==> src/rtl/herald_pkg.sv <==
// Shared command codes, error codes, state encoding and command-table entry type
// for the Herald host front end.
package herald_pkg;

  localparam int unsigned CMD_OPS_W = 4;
  localparam int unsigned CMD_RES_W = 8;

  localparam logic [7:0] CMD_STATUS    = 8'h00;
  localparam logic [7:0] CMD_SINCOS    = 8'h10;
  localparam logic [7:0] CMD_ATAN2     = 8'h11;
  localparam logic [7:0] CMD_SQRT      = 8'h12;
  localparam logic [7:0] CMD_NORMALIZE = 8'h13;
  localparam logic [7:0] CMD_MUL       = 8'h20;
  localparam logic [7:0] CMD_MAC       = 8'h21;
  localparam logic [7:0] CMD_CLEAR     = 8'h22;
  localparam logic [7:0] CMD_MSU       = 8'h23;

  localparam logic [2:0] ERR_NONE    = 3'd0;
  localparam logic [2:0] ERR_UNKNOWN = 3'd1;
  localparam logic [2:0] ERR_TIMEOUT = 3'd2;
  localparam logic [2:0] ERR_OVERRUN = 3'd3;
  localparam logic [2:0] ERR_ABORT   = 3'd4;

  typedef enum logic [2:0] {
    S_IDLE,
    S_GET_OPS,
    S_START,
    S_WAIT,
    S_RESULT,
    S_ERROR
  } state_t;

  typedef struct packed {
    logic                 valid;
    logic [CMD_OPS_W-1:0] n_ops;
    logic [CMD_RES_W-1:0] n_res;
  } cmd_info_t;

  function automatic cmd_info_t cmd_entry(input int unsigned ops, input int unsigned res);
    return '{valid: 1'b1, n_ops: CMD_OPS_W'(ops), n_res: CMD_RES_W'(res)};
  endfunction

  function automatic int unsigned max_u(input int unsigned a, input int unsigned b);
    return (a > b) ? a : b;
  endfunction

endpackage

==> src/rtl/herald_cmd_decode.sv <==
// Combinational command table: command code -> {valid, operand count, result bytes}.
module herald_cmd_decode
  import herald_pkg::*;
(
  input  logic [7:0] cmd,
  output cmd_info_t  info
);

  always_comb begin
    info = '{valid: 1'b0, n_ops: '0, n_res: '0};
    case (cmd)
      CMD_STATUS:    info = cmd_entry(0, 1);
      CMD_SINCOS:    info = cmd_entry(1, 6);
      CMD_ATAN2:     info = cmd_entry(2, 3);
      CMD_SQRT:      info = cmd_entry(2, 3);
      CMD_NORMALIZE: info = cmd_entry(2, 9);
      CMD_MUL:       info = cmd_entry(2, 3);
      CMD_MAC:       info = cmd_entry(2, 3);
      CMD_CLEAR:     info = cmd_entry(0, 0);
      CMD_MSU:       info = cmd_entry(2, 3);
      default:       info = '{valid: 1'b0, n_ops: '0, n_res: '0};
    endcase
  end

endmodule

==> src/rtl/herald_host_if.sv <==
// Byte-serial host front end: collects a command and its operands, runs the
// compute engine through a start/done handshake and streams the result back.
module herald_host_if
  import herald_pkg::*;
#(
  parameter int unsigned OPW_BYTES      = 3,
  parameter int unsigned MAX_OPS        = 2,
  parameter int unsigned MAX_RES_BYTES  = 9,
  parameter int unsigned TIMEOUT_CYCLES = 4096
) (
  input  logic                             clk,
  input  logic                             rst,
  input  logic                             wr_strobe,
  input  logic                             rd_strobe,
  input  logic                             abort,
  input  logic [7:0]                       din,
  output logic [7:0]                       dout,
  output logic                             busy,
  output logic                             err,
  output logic                             eng_start,
  output logic [7:0]                       eng_cmd,
  output logic [MAX_OPS*OPW_BYTES*8-1:0]   eng_ops,
  output logic                             eng_abort,
  input  logic                             eng_done,
  input  logic [MAX_RES_BYTES*8-1:0]       eng_result
);

  localparam int unsigned OPS_BYTES = MAX_OPS * OPW_BYTES;
  localparam int unsigned OPS_W     = OPS_BYTES * 8;
  localparam int unsigned RES_W     = MAX_RES_BYTES * 8;
  localparam int unsigned IDX_W     = $clog2(max_u(OPS_BYTES, MAX_RES_BYTES) + 1);
  localparam int unsigned WD_W      = $clog2(TIMEOUT_CYCLES + 1);

  state_t             state, state_d;
  logic [IDX_W-1:0]   idx, idx_d;
  logic [IDX_W-1:0]   n_op_bytes, n_op_bytes_d;
  logic [IDX_W-1:0]   n_res, n_res_d;
  logic [WD_W-1:0]    wdog, wdog_d;
  logic [7:0]         dout_d, eng_cmd_d;
  logic               busy_d, err_d, eng_start_d, eng_abort_d;
  logic [2:0]         err_code, err_code_d;
  logic [OPS_W-1:0]   eng_ops_d;
  logic [RES_W-1:0]   result, result_d;
  logic               wr_q, rd_q;
  logic               wr_edge, rd_edge, abort_hit, accept, cmd_ok;
  cmd_info_t          info;

  herald_cmd_decode u_decode (
    .cmd  (din),
    .info (info)
  );

  assign wr_edge   = wr_strobe & ~wr_q;
  assign rd_edge   = rd_strobe & ~rd_q;
  assign abort_hit = abort & (state != S_IDLE);
  assign accept    = wr_edge & ~abort_hit &
                     ((state == S_IDLE) | (state == S_RESULT) | (state == S_ERROR));
  // Entries that do not fit this instance's widths are rejected like unknown codes.
  assign cmd_ok    = info.valid && (32'(info.n_ops) <= MAX_OPS) &&
                     (32'(info.n_res) <= MAX_RES_BYTES);

  always_ff @(posedge clk) begin
    if (rst) begin
      state      <= S_IDLE;
      idx        <= '0;
      n_op_bytes <= '0;
      n_res      <= '0;
      wdog       <= '0;
      dout       <= '0;
      busy       <= 1'b0;
      err        <= 1'b0;
      err_code   <= ERR_NONE;
      eng_start  <= 1'b0;
      eng_abort  <= 1'b0;
      eng_cmd    <= '0;
      eng_ops    <= '0;
      result     <= '0;
      wr_q       <= 1'b0;
      rd_q       <= 1'b0;
    end else begin
      state      <= state_d;
      idx        <= idx_d;
      n_op_bytes <= n_op_bytes_d;
      n_res      <= n_res_d;
      wdog       <= wdog_d;
      dout       <= dout_d;
      busy       <= busy_d;
      err        <= err_d;
      err_code   <= err_code_d;
      eng_start  <= eng_start_d;
      eng_abort  <= eng_abort_d;
      eng_cmd    <= eng_cmd_d;
      eng_ops    <= eng_ops_d;
      result     <= result_d;
      wr_q       <= wr_strobe;
      rd_q       <= rd_strobe;
    end
  end

  always_comb begin
    state_d      = state;
    idx_d        = idx;
    n_op_bytes_d = n_op_bytes;
    n_res_d      = n_res;
    wdog_d       = wdog;
    dout_d       = dout;
    busy_d       = busy;
    err_d        = err;
    err_code_d   = err_code;
    eng_abort_d  = 1'b0;
    eng_start_d  = 1'b0;
    eng_cmd_d    = eng_cmd;
    eng_ops_d    = eng_ops;
    result_d     = result;

    case (state)
      S_IDLE: ;
      S_GET_OPS: begin
        if (wr_edge) begin
          for (int i = 0; i < OPS_BYTES; i++) begin
            if (idx == IDX_W'(i)) eng_ops_d[8*i +: 8] = din;
          end
          idx_d = idx + IDX_W'(1);
          if (idx == n_op_bytes - IDX_W'(1)) state_d = S_START;
        end
      end
      S_START: begin
        wdog_d  = wdog + WD_W'(1);
        state_d = S_WAIT;
      end
      S_WAIT: begin
        wdog_d = wdog + WD_W'(1);
        if (eng_done) begin
          result_d = eng_result;
          idx_d    = '0;
          busy_d   = 1'b0;
          state_d  = (n_res == '0) ? S_IDLE : S_RESULT;
        end else if (wdog == WD_W'(TIMEOUT_CYCLES - 1)) begin
          eng_abort_d = 1'b1;
          err_d       = 1'b1;
          err_code_d  = ERR_TIMEOUT;
          busy_d      = 1'b0;
          state_d     = S_ERROR;
        end else if (wr_edge) begin
          err_d      = 1'b1;
          err_code_d = ERR_OVERRUN;
        end
      end
      S_RESULT: begin
        if (rd_edge) begin
          for (int i = 0; i < MAX_RES_BYTES; i++) begin
            if (idx == IDX_W'(i)) dout_d = result[8*i +: 8];
          end
          idx_d = idx + IDX_W'(1);
          if (idx == n_res - IDX_W'(1)) state_d = S_IDLE;
        end
      end
      S_ERROR: begin
        if (rd_edge) begin
          dout_d  = {5'b0, err_code};
          state_d = S_IDLE;
        end
      end
      default: state_d = S_IDLE;
    endcase

    // Abort outranks strobes; a new command byte can interrupt RESULT/ERROR.
    if (abort_hit) begin
      eng_abort_d = (state == S_WAIT);
      err_d       = 1'b1;
      err_code_d  = ERR_ABORT;
      busy_d      = 1'b0;
      state_d     = S_ERROR;
    end else if (accept) begin
      eng_cmd_d    = din;
      err_d        = 1'b0;
      err_code_d   = ERR_NONE;
      busy_d       = 1'b1;
      idx_d        = '0;
      n_op_bytes_d = IDX_W'(32'(info.n_ops) * OPW_BYTES);
      n_res_d      = IDX_W'(info.n_res);
      if (!cmd_ok) begin
        err_d      = 1'b1;
        err_code_d = ERR_UNKNOWN;
        busy_d     = 1'b0;
        state_d    = S_ERROR;
      end else if (din == CMD_STATUS) begin
        result_d[7:0] = {busy, 4'b0, ERR_NONE};
        busy_d        = 1'b0;
        state_d       = S_RESULT;
      end else if (info.n_ops == '0) begin
        state_d = S_START;
      end else begin
        state_d = S_GET_OPS;
      end
    end

    // Watchdog counts from the start-pulse cycle.
    if (state_d == S_START) begin
      eng_start_d = 1'b1;
      wdog_d      = '0;
    end
  end

endmodule

==> config.mk <==
export PLATFORM = sky130hd
export DESIGN_NAME = herald_host_if
export DESIGN_NICKNAME = d
export VERILOG_FILES = /design/src/rtl/herald_pkg.sv /design/src/rtl/herald_cmd_decode.sv /design/src/rtl/herald_host_if.sv
export SDC_FILE = /design/constraint.sdc
export NUM_CORES = 1
export LEC_CHECK = 0
export CAP_MARGIN = 20
export CORE_UTILIZATION = 53
export DETAILED_ROUTE_END_ITERATION = 12
export MAX_ROUTING_LAYER = met4
export PLACE_DENSITY = 0.88
export SLEW_MARGIN = 20
export SYNTH_ARGS = -nofsm -noshare
export SYNTH_HDL_FRONTEND = slang
export SYNTH_HIERARCHICAL = 1
export SYNTH_SLANG_ARGS = --single-unit
==> constraint.sdc <==
create_clock -name clk -period 4.4 [get_ports clk]
set_input_delay 1.32 -clock clk [delete_from_list [all_inputs] [get_ports clk]]
set_output_delay 1.32 -clock clk [all_outputs]
set_load 0.05 [all_outputs]
## Word-level counts from Yosys, hierarchy flattened

Cells that the tools add are included.

| storage, ports and cells | value |
|---|---|
| bits in registers | 173 |
| input bits | 86 |
| output and inout bits | 68 |

| operators by class | value |
|---|---|
| add/subtract/negate cells | 4 |
| multipliers | 1 |
| $lt $le $gt $ge | 2 |
| equality and inequality tests | 30 |
| muxes and demuxes | 64 |
| bitwise gates (word level) | 10 |
| reduce and logical (&&, ||, !) cells | 30 |

Operators with widths:

| cell | count |
|---|---|
| two-way mux 8 bit | 17 |
| one-hot mux 13 bit (5 select lines) | 1 |
| two-way mux 3 bit | 18 |
| equality test 8 x 5 -> 1 bit, second input constant | 4 |
| equality test 8 x 6 -> 1 bit, second input constant | 4 |
| AND reduction 3 bit | 8 |
| two-way mux 4 bit | 5 |
| two-way mux 1 bit | 19 |
| one-hot mux 3 bit (6 select lines) | 1 |
| equality test 4 x 3 -> 1 bit, second input constant | 4 |
| one-hot mux 8 bit (2 select lines) | 1 |
| adder 13 x 1 -> 13 bit, second input constant | 1 |
| equality test 13 x 12 -> 1 bit, second input constant | 1 |
| zero test 4 bit | 3 |
| one-hot mux 4 bit (3 select lines) | 1 |
| nonzero test 3 bit | 4 |
| != test 10 x 1 -> 1 bit, second input constant | 1 |
| equality test 3 x 2 -> 1 bit, second input constant | 3 |
| equality test 4 x 2 -> 1 bit, second input constant | 2 |
| equality test 4 bit | 2 |
| <= comparator 8 x 4 -> 1 bit, second input constant | 1 |
| zero test 8 bit | 1 |
| subtractor 4 x 1 -> 4 bit, second input constant | 2 |
| equality test 3 bit, second input constant | 2 |
| other kinds (21) | 35 |

## Longest topological paths before layout

| depth | value |
|---|---|
| depth in word-level cells | 12 |
| mapped depth | 12 |
| gate-level depth less buffers | 9 |

## By module

The synthesis kept the hierarchy.

By module, submodules not included:

| module | times used | cells an instance | area each (um2) | seq. area each (um2) |
|---|---|---|---|---|
| herald_host_if | 1 | 1,028 | 8,167.8 | 3,463.3 |
| herald_cmd_decode | 1 | 27 | 183.9 | 0.0 |

## Least setup slack after synthesis

OpenSTA, ideal clock, no wires.

| timing path | value |
|---|---|
| kind | input to register |
| start point | in din[7] |
| end point | reg wdog[2] |
| library setup time | 80 ps |
| data arrival time | 3,905 ps |
| required time | 4,320 ps |
| path slack | 415 ps |
| stages | 12 |
| path buffers | 3 |
| path through | or4_1 -> buf_2 -> nor3_1 -> buf_4 -> inv_1 -> ha_1 -> and2_1 -> o211ai_1 -> nor3b_2 -> a311o_1 -> buf_6 -> a211oi_2 |

RTL lines:

| what | RTL line | RTL |
|---|---|---|
| start, declared | herald_host_if.sv:16 | `input logic [7:0] din,` |
| end signal, assigned | herald_host_if.sv:85 | `wdog <= wdog_d;` |
| end, declared | herald_host_if.sv:38 | `logic [WD_W-1:0] wdog, wdog_d;` |

==> results_dict.tcl <==
set metrics [dict create \
    synth_top_family_by_area "simple AND/OR/NAND/NOR gates" \
    place_area_sq_um 9903 \
    drt_wl_total_mm 22.48 \
    clkPwrFrac_pct 41.9 \
    syn_to_final_growth_pct 25.50 \
    synthSimpleGateAreaFrac_pct 24.28 \
    cts_root_buf "clkbuf_16" \
    cts.sinks 173 \
    wl_per_cell_um 16.22 \
    start_util_pct 54.53 \
    cts_made_buffers 17 \
    cts_tree "yes" \
    synth_edf_count 0 \
    final_area_sq_um 10480 \
    cap_violations 0 \
    clock_skew_ps 10.37 \
    power.internal_uw 2513 \
    num_io_pins 154 \
    crit_slowest_cell "a311o_1" \
    cts.clk_slew.worst_paths_ps 70 \
    p_switching_uw 963.9 \
    synth_flop_cell "dfxtp_1" \
    hold_viol 0 \
    grt_pass1_vias 7397 \
    critPathBufInv 1 \
    drive_gt1_share_pct 7.745 \
    fin_crit_sh_pct 92.61 \
    num_rows 45 \
    cts.htree.levels 4 \
    rr_startpoint "idx[0]$_SDFF_PP0_" \
    ctsResizeCount 0 \
    rr_worst_depth 8 \
    fin_util_pct 68.44 \
    core_sq_um 15310 \
    synth-xor-area-share_pct 2.996 \
    critPathKind "in -> reg" \
    synth_commonest_cells "nand2_1, dfxtp_1, a21oi_1" \
    crit_family "simple AND/OR/NAND/NOR gates" \
    synth_most_common_cell "nand2_1" \
    clk_latency_ps 430 \
    seq_area_frac_synth_pct 41.47 \
    grtUsageTotal_pct 28.79 \
    die-area_sq_um 16260 \
    slew_violations 0 \
    yosys.area.top_type "dfxtp_1" \
    crit_path_max_fanout 15 \
    vias_per_cell 5.703 \
    p_comb_share_pct 11.7 \
    antenna_left 0 \
    synthAdderAreaFrac_pct 2.187 \
    power_frac_seq_pct 46.4 \
    gr-total-overflow 0 \
    finalSetupViolCount 0 \
    synth_mux_area_share_pct 2.412 \
    synth_top_area_share_pct 41.47 \
    synth_area_leaders "dfxtp_1, nand2_1, a21oi_1" \
    path_cells "clkdlybuf4s50_1 -> or4_1 -> a211oi_1 -> ha_1 -> and2_1 -> o211ai_1 -> nor3b_2 -> a311o_1 -> and3b_1" \
    worst_ep_required_time_ps 4770 \
    grt_antenna_before_repair 0 \
    yosysWarnings 6 \
    ir_drop_mv 0.3134 \
    holdPathEnd "result[11]$_SDFFE_PP0P_" \
    powerDensity_nw_per_um2 331.7 \
    ys_ff_latch 173 \
    synthDistinctLibCells 70 \
    drtPass1Iterations 5 \
    arrival_ps 4450 \
    synth_compound_area_share_pct 19.79 \
    min_from "result[11]$_SDFFE_PP0P_" \
    cpPeakStageDelay_ps 710 \
    leakage_uw 0.003611 \
    clockBufferDepth 2 \
    drt_iter0_markers 645 \
    swShare_pct 27.72 \
    finalCriticalPeriod_ps 4075 \
    routabilityCongestion 0.9009 \
    synth_cells 1055 \
    die_h_um 127.5 \
    grt_pass1_wl_mm 35.97 \
    worst_pin_slew_ps 979.6 \
    hold_class "reg -> reg" \
    status "finished clean" \
    post_cts_buffers 0 \
    diodes 0 \
    holdPathStages 2 \
    final_cell_count_no_fill 1386 \
    tns_ps 0 \
    netlist_area_sq_um 8352 \
    drcViolationCount 0 \
    rrSetupSlack_ps 1390 \
    syn_avg_cell_area_sq_um 7.916 \
    dp.cells 1354 \
    io_buffers 153 \
    num_vias 7905 \
    die_w_um 127.5 \
    end_kind "flip-flop" \
    async_flop_share_pct 0 \
    cts-hold-fix-buffers 0 \
    rsz0062_at_grt "false" \
    dp_hpwl_mm 15.72 \
    nets 1262 \
    r2r-end "dout[1]$_SDFFE_PP0P_" \
    grt_max_degree 88 \
    critPathLaunchType "input pin" \
    max_freq_mhz 245.4 \
    relSlewSlack_pct 34.69 \
]
[registers in the layout (all words and copies together), names as in the netlist]
register    flops
eng_cmd         8
wr_q            1
rd_q            1
eng_start       1
eng_ops        48
n_op_bytes      4
err             1
state           3
dout            8
wdog           13
err_code        3
idx             4
busy            1
result         72
n_res           4
eng_abort       1
[how the worst max path moves through the flow]
stage               startpoint                     to  cells past startpoint
floorplan               din[7]   wdog[2]$_SDFFE_PP0P_                     12
global placement        din[7]   eng_start$_SDFF_PP0_                     10
detailed placement      din[6]  wdog[12]$_SDFFE_PP0P_                      9
CTS                     din[6]   eng_start$_SDFF_PP0_                      9
global route            din[6]  wdog[12]$_SDFFE_PP0P_                     10
finish                  din[6]   eng_start$_SDFF_PP0_                      9
[cell families (layout without fill, tap and decap cells)]
logic type | after synthesis | in the layout
AO/OA/AOI/OAI | 262 | 262
AND/OR/NAND/NOR | 434 | 434
other | 1 | 6
flip-flops | 173 | 173
buffers and inverters | 124 | 239
multiplexers | 20 | 20
adder cells (fa/ha/maj) | 14 | 14
XOR/XNOR | 27 | 27
[layout make-up]
class | instances | area [sq um]
fill | 1249 | 4833
multi-input combinational | 763 | 4350
sequential | 173 | 3465
timing repair buffer | 178 | 1717
clock buffer | 17 | 425.4
tap | 211 | 264.0
clock inverter | 15 | 151.4
inverter | 29 | 108.9
[through the flow]
stage,setup slack (ps),hold WS (ps),total power (uW)
after floorplan,415.4,429.6,1897
after global routing,106.1,472.4,3593
after CTS,335.3,454.4,3484
after detailed placement,-118.0,444.7,2047
after global placement,24.05,440.9,2040
final,325.2,453.1,3477
[routing by layer]
metal  track usage, %  up-vias  wire (um)  share of wire [%]
met5                -        -          0                  0
met4            10.92        0        497                2.2
met3            5.653       46       1376                6.1
met2            45.23      286      10750                 48
met1            36.62     3752       9853                 44
li1                 -     3821          -                  -
[power by group through the flow]
stage	sequential (uW)	clock (uW)	combinational, uW
6_report	1610	1460	407
5_1_grt	1620	1540	436
4_1_cts	1610	1470	402
3_5_place_dp	1650	0	398
3_3_place_gp	1650	0	391
2_1_floorplan	1680	0	217
[layout by cell type, fill, tap and decap left out, types with 4 or more instances in the layout]
cell type / count
xnor2_1: 12
nand2_1: 236
a221o_1: 6
clkinv_4: 4
clkdlybuf4s50_1: 152
nor2_1: 57
nand2b_1: 12
a21oi_1: 155
nand3b_1: 7
nand4_1: 4
xor2_1: 14
ha_1: 13
dfxtp_1: 172
buf_4: 26
nand3_1: 40
o32a_1: 5
mux2i_1: 19
or2_2: 4
nor2b_1: 14
a211oi_2: 10
and2_1: 4
o21ai_0: 20
conb_1: 6
a32oi_1: 4
inv_1: 29
a211oi_1: 18
or4bb_1: 4
nor3_1: 16
a31oi_1: 5
inv_8: 6
nor3b_1: 6
o211ai_1: 6
a221oi_1: 6
and3_1: 5
clkbuf_16: 17
[worst register-to-register path, cell delays in order, from the launching register on]
cell and delay [ps]:
dfxtp_1 480, inv_1 160, ha_1 220, buf_4 270, or2_1 390, o32a_1 340, o21ai_1 650, a221oi_1 140
a221oi_2 270
(Power assumes the default switching activity.)
